<file path="config.mk">
export PLATFORM = sky130hd
export DESIGN_NAME = branch_resolve_ctrl
export DESIGN_NICKNAME = d
export VERILOG_FILES = /design/src/rtl/branch_resolve_ctrl.sv
export SDC_FILE = /design/constraint.sdc
export NUM_CORES = 1
export LEC_CHECK = 0
export CAP_MARGIN = 20
export CORE_MARGIN = 2
export CORE_UTILIZATION = 40
export CTS_BUF_LIST = sky130_fd_sc_hd__clkbuf_16
export DETAILED_ROUTE_END_ITERATION = 8
export PLACE_DENSITY = 0.68
export REMOVE_ABC_BUFFERS = 1
export SLEW_MARGIN = 20
export SYNTH_ARGS = -nofsm -noshare
export SYNTH_HDL_FRONTEND = slang
export SYNTH_SLANG_ARGS = --single-unit
</file>
<file path="constraint.sdc">
create_clock -name clk -period 4.23 [get_ports clk]
set_input_delay 0.423 -clock clk [delete_from_list [all_inputs] [get_ports clk]]
set_output_delay 0.423 -clock clk [all_outputs]
set_load 0.01 [all_outputs]
</file>
<file path="src/rtl/branch_resolve_ctrl.sv">
// rtl/branch_resolve_ctrl.sv - branch/jump resolution sequencer: compare, redirect, flush hold
// Operands are latched on accept so the shared comparator and target adder see stable values.
module branch_resolve_ctrl #(
    parameter int XLEN         = 32,
    parameter int FLUSH_CYCLES = 2
) (
    input  logic            clk,
    input  logic            rst_n,
    input  logic            br_valid,
    output logic            br_ready,
    input  logic [2:0]      br_mode,
    input  logic            br_jump,
    input  logic            br_jalr,
    input  logic [XLEN-1:0] br_pc,
    input  logic [XLEN-1:0] br_offset,
    input  logic [XLEN-1:0] rs1_val,
    input  logic [XLEN-1:0] rs2_val,
    output logic [XLEN-1:0] cmp_in_0,
    output logic [XLEN-1:0] cmp_in_1,
    output logic [2:0]      cmp_mode,
    input  logic            cmp_branch,
    input  logic            kill,
    output logic            redirect_valid,
    output logic [XLEN-1:0] redirect_pc,
    output logic            flush,
    output logic            misalign,
    output logic [31:0]     taken_count
);

    typedef enum logic [1:0] {
        S_IDLE,
        S_COMPARE,
        S_REDIRECT,
        S_FLUSH
    } state_t;

    state_t            state_q;
    logic [2:0]        mode_q;
    logic              jump_q;
    logic              jalr_q;
    logic [XLEN-1:0]   pc_q;
    logic [XLEN-1:0]   off_q;
    logic [XLEN-1:0]   rs1_q;
    logic [XLEN-1:0]   rs2_q;
    logic              redirect_valid_q;
    logic [XLEN-1:0]   redirect_pc_q;
    logic              flush_q;
    logic              misalign_q;
    logic [3:0]        flush_cnt_q;
    logic [31:0]       taken_count_q;

    logic              taken_d;
    logic [XLEN-1:0]   target_base_d;
    logic [XLEN-1:0]   target_sum_d;
    logic [XLEN-1:0]   target_d;

    // JALR clears bit 0 of the sum; the adder wraps modulo 2^XLEN.
    always_comb begin
        taken_d       = jump_q | cmp_branch;
        target_base_d = jalr_q ? rs1_q : pc_q;
        target_sum_d  = target_base_d + off_q;
        target_d      = jalr_q ? {target_sum_d[XLEN-1:1], 1'b0} : target_sum_d;
    end

    // Gated by rst_n so no request is signalled as accepted while reset is held.
    assign br_ready       = (state_q == S_IDLE) & ~kill & rst_n;

    assign cmp_in_0       = rs1_q;
    assign cmp_in_1       = rs2_q;
    assign cmp_mode       = mode_q;
    assign redirect_valid = redirect_valid_q;
    assign redirect_pc    = redirect_pc_q;
    assign flush          = flush_q;
    assign misalign       = misalign_q;
    assign taken_count    = taken_count_q;

    always_ff @(posedge clk or negedge rst_n) begin
        if (!rst_n) begin
            state_q          <= S_IDLE;
            mode_q           <= '0;
            jump_q           <= 1'b0;
            jalr_q           <= 1'b0;
            pc_q             <= '0;
            off_q            <= '0;
            rs1_q            <= '0;
            rs2_q            <= '0;
            redirect_valid_q <= 1'b0;
            redirect_pc_q    <= '0;
            flush_q          <= 1'b0;
            misalign_q       <= 1'b0;
            flush_cnt_q      <= '0;
            taken_count_q    <= '0;
        end else begin
            redirect_valid_q <= 1'b0;
            misalign_q       <= 1'b0;
            if (kill) begin
                state_q <= S_IDLE;
                flush_q <= 1'b0;
            end else begin
                case (state_q)
                    S_IDLE: begin
                        if (br_valid) begin
                            mode_q  <= br_mode;
                            jump_q  <= br_jump;
                            jalr_q  <= br_jalr;
                            pc_q    <= br_pc;
                            off_q   <= br_offset;
                            rs1_q   <= rs1_val;
                            rs2_q   <= rs2_val;
                            state_q <= S_COMPARE;
                        end
                    end
                    S_COMPARE: begin
                        if (!taken_d) begin
                            state_q <= S_IDLE;
                        end else if (target_d[1]) begin
                            misalign_q <= 1'b1;
                            state_q    <= S_IDLE;
                        end else begin
                            redirect_valid_q <= 1'b1;
                            redirect_pc_q    <= target_d;
                            flush_q          <= 1'b1;
                            taken_count_q    <= taken_count_q + 32'd1;
                            state_q          <= S_REDIRECT;
                        end
                    end
                    S_REDIRECT: begin
                        // The redirect cycle already counts as the first flush cycle.
                        if (FLUSH_CYCLES == 1) begin
                            flush_q <= 1'b0;
                            state_q <= S_IDLE;
                        end else begin
                            flush_cnt_q <= 4'(FLUSH_CYCLES - 1);
                            state_q     <= S_FLUSH;
                        end
                    end
                    S_FLUSH: begin
                        if (flush_cnt_q == 4'd1) begin
                            flush_q <= 1'b0;
                            state_q <= S_IDLE;
                        end else begin
                            flush_cnt_q <= flush_cnt_q - 4'd1;
                        end
                    end
                    default: begin
                        state_q <= S_IDLE;
                        flush_q <= 1'b0;
                    end
                endcase
            end
        end
    end

endmodule

</file>
==> impl_results.md, run 1 <==
- Status: completed
- Final core utilization: 55.3%
- Die Y: 163 µm
- Setup CP Type: register to register
- Syn Area/Cell: 12.1 µm²
- Yosys warnings: 0
- Commonest cells after routing, fill and taps aside: 270 x clkdlybuf4s50_1, 204 x dfrtp_1, 164 x mux2_2, 65 x nand2_1, 38 x o21ai_0
- Final net count: 1278
- Crit path time final: 3.44 ns
- Multi-input gate area: 4750 µm²
- First-pass GRT wire length: 40100 µm
- Share of synthesized registers carrying an async set or reset: 100%
- Clock Sinks: 205
- Synth Register Bits: 205
- Post-DP HPWL: 17700 µm
- Fill count: 2174
- CTS Buf Count: 24
- Final worst slack: 0.793 ns
- Vias per cell: 5.10
- Die area: 26600 µm²
- Crit path arrival time: 3.83 ns
- DP Worst Slack: 0.766 ns
- Commonest non-fill, non-tap cell in the layout: clkdlybuf4s50_1
- Worst min-delay path class: register to register
- RSZ-0062 raised after global routing: no
- EDFF count, synth: 0
- H-tree depth: 1
- Max Slew Vio Count: 0
- Met3 Usage GRT: 5.71%
- Max IR drop VDD: 0.495 mV
- Area Overhead vs Synth: 36.7%
- Initial Utilization: 40.5%
- Synth Flop Type: dfrtp_1
- Cell Area, Synth: 10100 µm²
- Achievable frequency: 291 MHz
- M2 GR Usage: 30.0%
- GRT busiest layer: met2
- Final WL: 24600 µm
- Worst Path Required: 4.62 ns
- Drt pass-1 iters: 4
- Max Cap Violations: 0
- Startpoint class of the critical path: register
- Largest net degree at the start of global routing: 134
- Area of the core: 25000 µm²
- Routability cong.: 0.864
- Final ANT Viol Nets: 0
- Clk slew on worst S/H paths: 0.06 ns
- WL/cell: 17.0 µm
- Remaining DRCs: 0
- Period utilisation layout: 81.3%
- Final hold vios: 0
- Max clock buf depth: 3
- Storage cell area: 5130 µm²
- Slew margin rel.: 37.7%
- Power density over cell area: 851 nW/µm²
- Critical Path End Type: register
- Clock Root Buffer: clkbuf_16
- Initial antenna violation count: 2
- Total GRT Usage: 18.6%
- Ratio of cells with drive above 1 in the final layout: 20.4%
- Die width: 163 µm
- Ports: 273
- Worst Tran Pin Value: 0.934 ns
- Row count: 58
- Via count: 7394
- Clk_skew: 0.0122 ns
- DRT iter0 DRCs: 330
- Cells after synthesis: 840
- Vias in the first global route: 7655
- # port buffers: 271
- Synth unique cells: 72
- CTS tree: done
- Skew-Pair Late Insertion Delay: 0.52 ns
- Grt ovf: 0
- Leak: 5.80 nW
- Final Setup Violations: 0
- Met1 Use GR: 24.4%
- Crit path max fanout: 24
- Seq/Total Area, Yosys: 50.6%
kinds of logic (layout without fill, tap and decap cells):
family | count (synthesis) | in the layout | share of synthesized area, %
flops | 205 | 205 | 50.6
other cells | 1 | 2 | 0.0370
simple gates | 184 | 184 | 9.35
mux | 168 | 168 | 18.7
buf+inv | 48 | 328 | 2.52
compound gates | 144 | 144 | 9.64
fa+ha+maj | 35 | 35 | 4.40
xor+xnor | 55 | 55 | 4.75
sequential cells by signal, indices dropped and copies added, names as in the netlist:
| register | flops |
|---|---|
| jalr_q | 1 |
| cmp_in_0 | 32 |
| cmp_mode | 3 |
| off_q | 32 |
| redirect_valid | 1 |
| flush | 1 |
| state_q | 2 |
| jump_q | 1 |
| misalign | 1 |
| flush_cnt_q | 4 |
| pc_q | 32 |
| redirect_pc | 31 |
| taken_count | 32 |
| cmp_in_1 | 32 |
cell usage after synthesis, drive strengths merged, types with 3 or more instances:
cell,instances,area (µm²)
dfrtp,205,5130
mux2,165,1860
nand2,67,256
o21ai,46,234
a21oi,36,184
xnor2,36,315
ha,34,425
nor2,32,125
clkbuf,23,128
nand4,20,140
nand3,19,100
xor2,19,166
a21o,17,129
buf,16,93.8
and3,9,57.6
inv,9,33.8
nor3,9,60.1
a31oi,7,58.8
and2,6,37.5
o21bai,5,48.8
o31ai,5,42.5
nand2b,4,25.0
o211ai,4,40.0
a211oi,3,27.5
and4,3,26.3
mux2i,3,30.0
nor2b,3,18.8
nor4,3,18.8
o21a,3,22.5
or3,3,18.8
stage by stage:
step	TNS, ns	total power, mW	std cells	hold WS (ns)	area [µm²]
after CTS	0	11.9	1449	0.477	13800
after global placement	0	9.83	1407	0.456	13100
after detailed placement	0	9.92	1407	0.464	13100
after floorplan	-12.00	7.68	801	0.127	9910
final	0	11.8	1451	0.472	13900
after global routing	0	12.7	1451	0.503	13900
power by group:
part	internal (mW)	switching, mW
Combinational	3.24	3.27
Sequential	2.79	0.580
Clock	1.12	0.800
Total	7.14	4.65
critical path: stages, from the launching register on:
cell	delay, ns
dfrtp_2	0.76
mux2_2	0.43
ha_1	0.29
a21oi_1	0.11
nand4b_1	0.34
a2111oi_4	0.47
nor2_2	0.12
o31ai_2	0.36
o21ai_1	0.13
mux2_4	0.31
per-layer routing:
metal,wire (µm),up-vias
met4,582,2
met3,2110,35
li1,-,3546
met5,13,-
met2,11300,234
met1,10700,3577
layout make-up:
type | instances | area share, %
timing repair buffer | 278 | 20.2
tap | 330 | 2.98
clock buffer | 25 | 4.52
multi-input combinational | 587 | 34.3
clock inverter | 16 | 0.677
antenna | 1 | 0.0181
sequential | 205 | 37.0
inverter | 9 | 0.244
final timing paths:
check / startpoint / end / slack (ns) / depth (start not counted)
worst max-delay path: jalr_q$_DFFE_PN0P_ / redirect_pc[29]$_DFFE_PN0P_ / 0.79 / 9
worst min-delay path: redirect_pc[0]$_DFFE_PN0P_ / redirect_pc[0]$_DFFE_PN0P_ / 0.47 / 2
worst max register to register: jalr_q$_DFFE_PN0P_ / redirect_pc[29]$_DFFE_PN0P_ / 0.79 / 9
worst min register to register: redirect_pc[0]$_DFFE_PN0P_ / redirect_pc[0]$_DFFE_PN0P_ / 0.47 / 2
max in group asynchronous: rst_n / off_q[2]$_DFFE_PN0P_ / 2.57 / 4
min in group asynchronous: rst_n / flush_cnt_q[3]$_DFFE_PN0P_ / 0.52 / 2
timing repair:
item | in CTS | in global routing
gates resized for setup | 0 | 0
setup buffers | 0 | 0
hold buffers | 1 | 0
endpoints found under the hold margin | 87 | 0
Power figures use the tool's default switching activity.
==> run 2: changes to the inputs <==
--- a/config.mk
+++ b/config.mk
@@ -10,7 +10,7 @@
 export CORE_UTILIZATION = 40
 export CTS_BUF_LIST = sky130_fd_sc_hd__clkbuf_16
 export DETAILED_ROUTE_END_ITERATION = 8
-export PLACE_DENSITY = 0.68
+export PLACE_DENSITY = 0.71
 export REMOVE_ABC_BUFFERS = 1
 export SLEW_MARGIN = 20
 export SYNTH_ARGS = -nofsm -noshare
==> constraint.sdc (replaced) <==
create_clock -name clk -period 3.1 [get_ports clk]
set_input_delay 0.31 -clock clk [delete_from_list [all_inputs] [get_ports clk]]
set_output_delay 0.31 -clock clk [all_outputs]
set_load 0.01 [all_outputs]
==> impl_results.md, run 2 (same netlist as run 1, synthesis figures left out) <==
- Reg2Reg Launch Point: jalr_q$_DFFE_PN0P_ (unchanged)
- Placed insts: 1422 (was 1407)
- Final net count: 1295 (was 1278)
- Comb pwr share: 57.2% (was 55.2%)
- Storage cell area: 5130 µm² (unchanged)
- Period utilisation layout: 99.1% (was 81.3%)
- CTS tree: done (unchanged)
- Vias per cell: 5.18 (was 5.10)
- Final hold vios: 0 (unchanged)
- Max clock buf depth: 3 (unchanged)
- Final worst slack: 0.0270 ns (was 0.793 ns)
- Max IR drop VDD: 0.634 mV (was 0.495 mV)
- Ports: 273 (unchanged)
- Final ANT Viol Nets: 0 (unchanged)
- Final Setup Violations: 0 (unchanged)
- Setup CP Type: register to register (unchanged)
- Seq pwr share: 27.5% (was 28.6%)
- DP Worst Slack: 0.00383 ns (was 0.766 ns)
- Achievable frequency: 325 MHz (was 291 MHz)
- Area Overhead vs Synth: 38.4% (was 36.7%)
- Final setup TNS: 0 ns (unchanged)
- Design area: 14000 µm² (was 13900 µm²)
- # port buffers: 271 (unchanged)
- Reg-to-reg endpoint: redirect_pc[29]$_DFFE_PN0P_ (unchanged)
- Drt pass-1 iters: 5 (was 4)
- Crit path max fanout: 17 (was 24)
- Multi-input gate area: 4810 µm² (was 4750 µm²)
- Leak: 5.87 nW (was 5.80 nW)
- Sw Pwr: 6.62 mW (was 4.65 mW)
- Clock Sinks: 205 (unchanged)
- H-tree depth: 1 (unchanged)
- Worst Path Required: 3.50 ns (was 4.62 ns)
- Clk_skew: 0.0113 ns (was 0.0122 ns)
- Crit path arrival time: 3.48 ns (was 3.83 ns)
- Placed Area: 13200 µm² (was 13100 µm²)
- Commonest cells after routing, fill and taps aside: 270 x clkdlybuf4s50_1, 204 x dfrtp_1, 164 x mux2_2, 64 x nand2_1 (was 270 x clkdlybuf4s50_1, 204 x dfrtp_1, 164 x mux2_2, 65 x nand2_1, 38 x o21ai_0)
- Initial Utilization: 40.5% (unchanged)
- CTS Buf Count: 24 (unchanged)
- Final WL: 25600 µm (was 24600 µm)
- Ratio of cells with drive above 1 in the final layout: 22.5% (was 20.4%)
- Max Slew Vio Count: 0 (unchanged)
- Status: completed (unchanged)
- Die Y: 163 µm (unchanged)
- Power density over cell area: 1180 nW/µm² (was 851 nW/µm²)
- Slew margin rel.: 42.0% (was 37.7%)
- Commonest non-fill, non-tap cell in the layout: clkdlybuf4s50_1 (unchanged)
- Clock Root Buffer: clkbuf_16 (unchanged)
- Switching Share: 39.9% (was 39.4%)
- Critical Path End Type: register (unchanged)
- Initial antenna violation count: 0 (was 2)
- RSZ-0062 raised after global routing: yes (was no)
- Routability cong.: 0.933 (was 0.864)
- Worst min-delay path class: primary input to asynchronous set/reset pin (was register to register)
- Power share of the clock group: 15.3% (was 16.3%)
- Skew-Pair Late Insertion Delay: 0.52 ns (about the same)
- Clk slew on worst S/H paths: 0.06 ns (about the same)
- Post-DP HPWL: 18800 µm (was 17700 µm)
- Remaining DRCs: 0 (unchanged)
- Row count: 58 (unchanged)
- Via count: 7601 (was 7394)
- Crit path time final: 3.07 ns (was 3.44 ns)
- Max Cap Violations: 0 (unchanged)
- Antenna diodes: 0 (was 1)
- Fill count: 2185 (was 2174)
- Worst Tran Pin Value: 0.870 ns (was 0.934 ns)
- Area of the core: 25000 µm² (unchanged)
- Die area: 26600 µm² (unchanged)
- First-pass GRT wire length: 41200 µm (was 40100 µm)
- Total GRT Usage: 19.2% (was 18.6%)
- Finished Layout Cells: 1467 (was 1451)
- Die width: 163 µm (unchanged)
- WL/cell: 17.4 µm (was 17.0 µm)
- Largest net degree at the start of global routing: 70 (was 134)
- R2R setup slack: 0.03 ns (was 0.79 ns)
- Vias in the first global route: 7846 (was 7655)
- Worst r2r path cells: 10 (was 9)
- Pwr Total: 16.6 mW (was 11.8 mW)
- Internal power: 9.98 mW (was 7.14 mW)
- DRT iter0 DRCs: 477 (was 330)
- Grt ovf: 0 (unchanged)
- Startpoint class of the critical path: register (unchanged)
==> run 2: final cells by class <==
type	count	area share, %
multi-input combinational	587	34.3
clock inverter	16	0.509
inverter	9	0.241
tap	330	2.94
clock buffer	25	4.46
timing repair buffer	295	20.9
sequential	205	36.6
==> run 2: through the flow <==
stage               utilization, %  hold slack [ns]
finish                        56.0            0.295
global route                  56.0            0.343
CTS                           55.8            0.315
detailed placement            52.9            0.269
global placement              52.9            0.266
floorplan                        -           0.0144
==> run 2: how the worst max path moves through the flow <==
| stage | startpoint | to | slack, ns | depth (start not counted) |
|---|---|---|---|---|
| finish | jalr_q$_DFFE_PN0P_ | redirect_pc[29]$_DFFE_PN0P_ | 0.03 | 10 |
| global route | jalr_q$_DFFE_PN0P_ | redirect_pc[29]$_DFFE_PN0P_ | -0.1 | 10 |
| CTS | jalr_q$_DFFE_PN0P_ | redirect_pc[29]$_DFFE_PN0P_ | 0.03 | 10 |
| detailed placement | jalr_q$_DFFE_PN0P_ | redirect_pc[20]$_DFFE_PN0P_ | 0.004 | 10 |
| global placement | jalr_q$_DFFE_PN0P_ | redirect_pc[25]$_DFFE_PN0P_ | 0.04 | 10 |
| floorplan | state_q[0]$_DFFE_PN0P_ | cmp_in_0[0]$_DFFE_PN0P_ | -1.22 | 3 |
==> run 2: critical path: stages (launching register included) <==
cell and delay [ns]:
dfrtp_2 0.42, buf_12 0.17, mux2_2 0.35, ha_1 0.36, and2_1 0.22, and3_1 0.22, a211o_1 0.29, a31oi_1 0.26
o31ai_4 0.13, o21ai_1 0.19, mux2_4 0.31
==> run 2: power groups by stage <==
stage | clock network [mW] | logic [mW] | registers, mW
floorplan | 0 | 5.71 | 4.76
global placement | 0 | 9.10 | 4.59
detailed placement | 0 | 9.24 | 4.63
CTS | 2.62 | 9.35 | 4.58
global route | 2.74 | 10.4 | 4.73
finish | 2.54 | 9.49 | 4.57
==> run 2: routing by layer <==
layer | share of wire, % | global-route usage, %
met1 | 42 | 25.1
met2 | 46 | 30.7
met3 | 8.8 | 6.15
met4 | 2.8 | 5.51
met5 | 0 | 0
==> run 2: what timing repair did <==
| action | 4_1_cts | 5_1_grt |
|---|---|---|
| hold buffers | 1 | 0 |
| endpoints found under the setup margin | 3 | 11 |
| setup buffers | 2 | 1 |
| pin swaps | 0 | 6 |
| gates resized for setup | 1 | 15 |
| hold endpoints to repair | 51 | 0 |
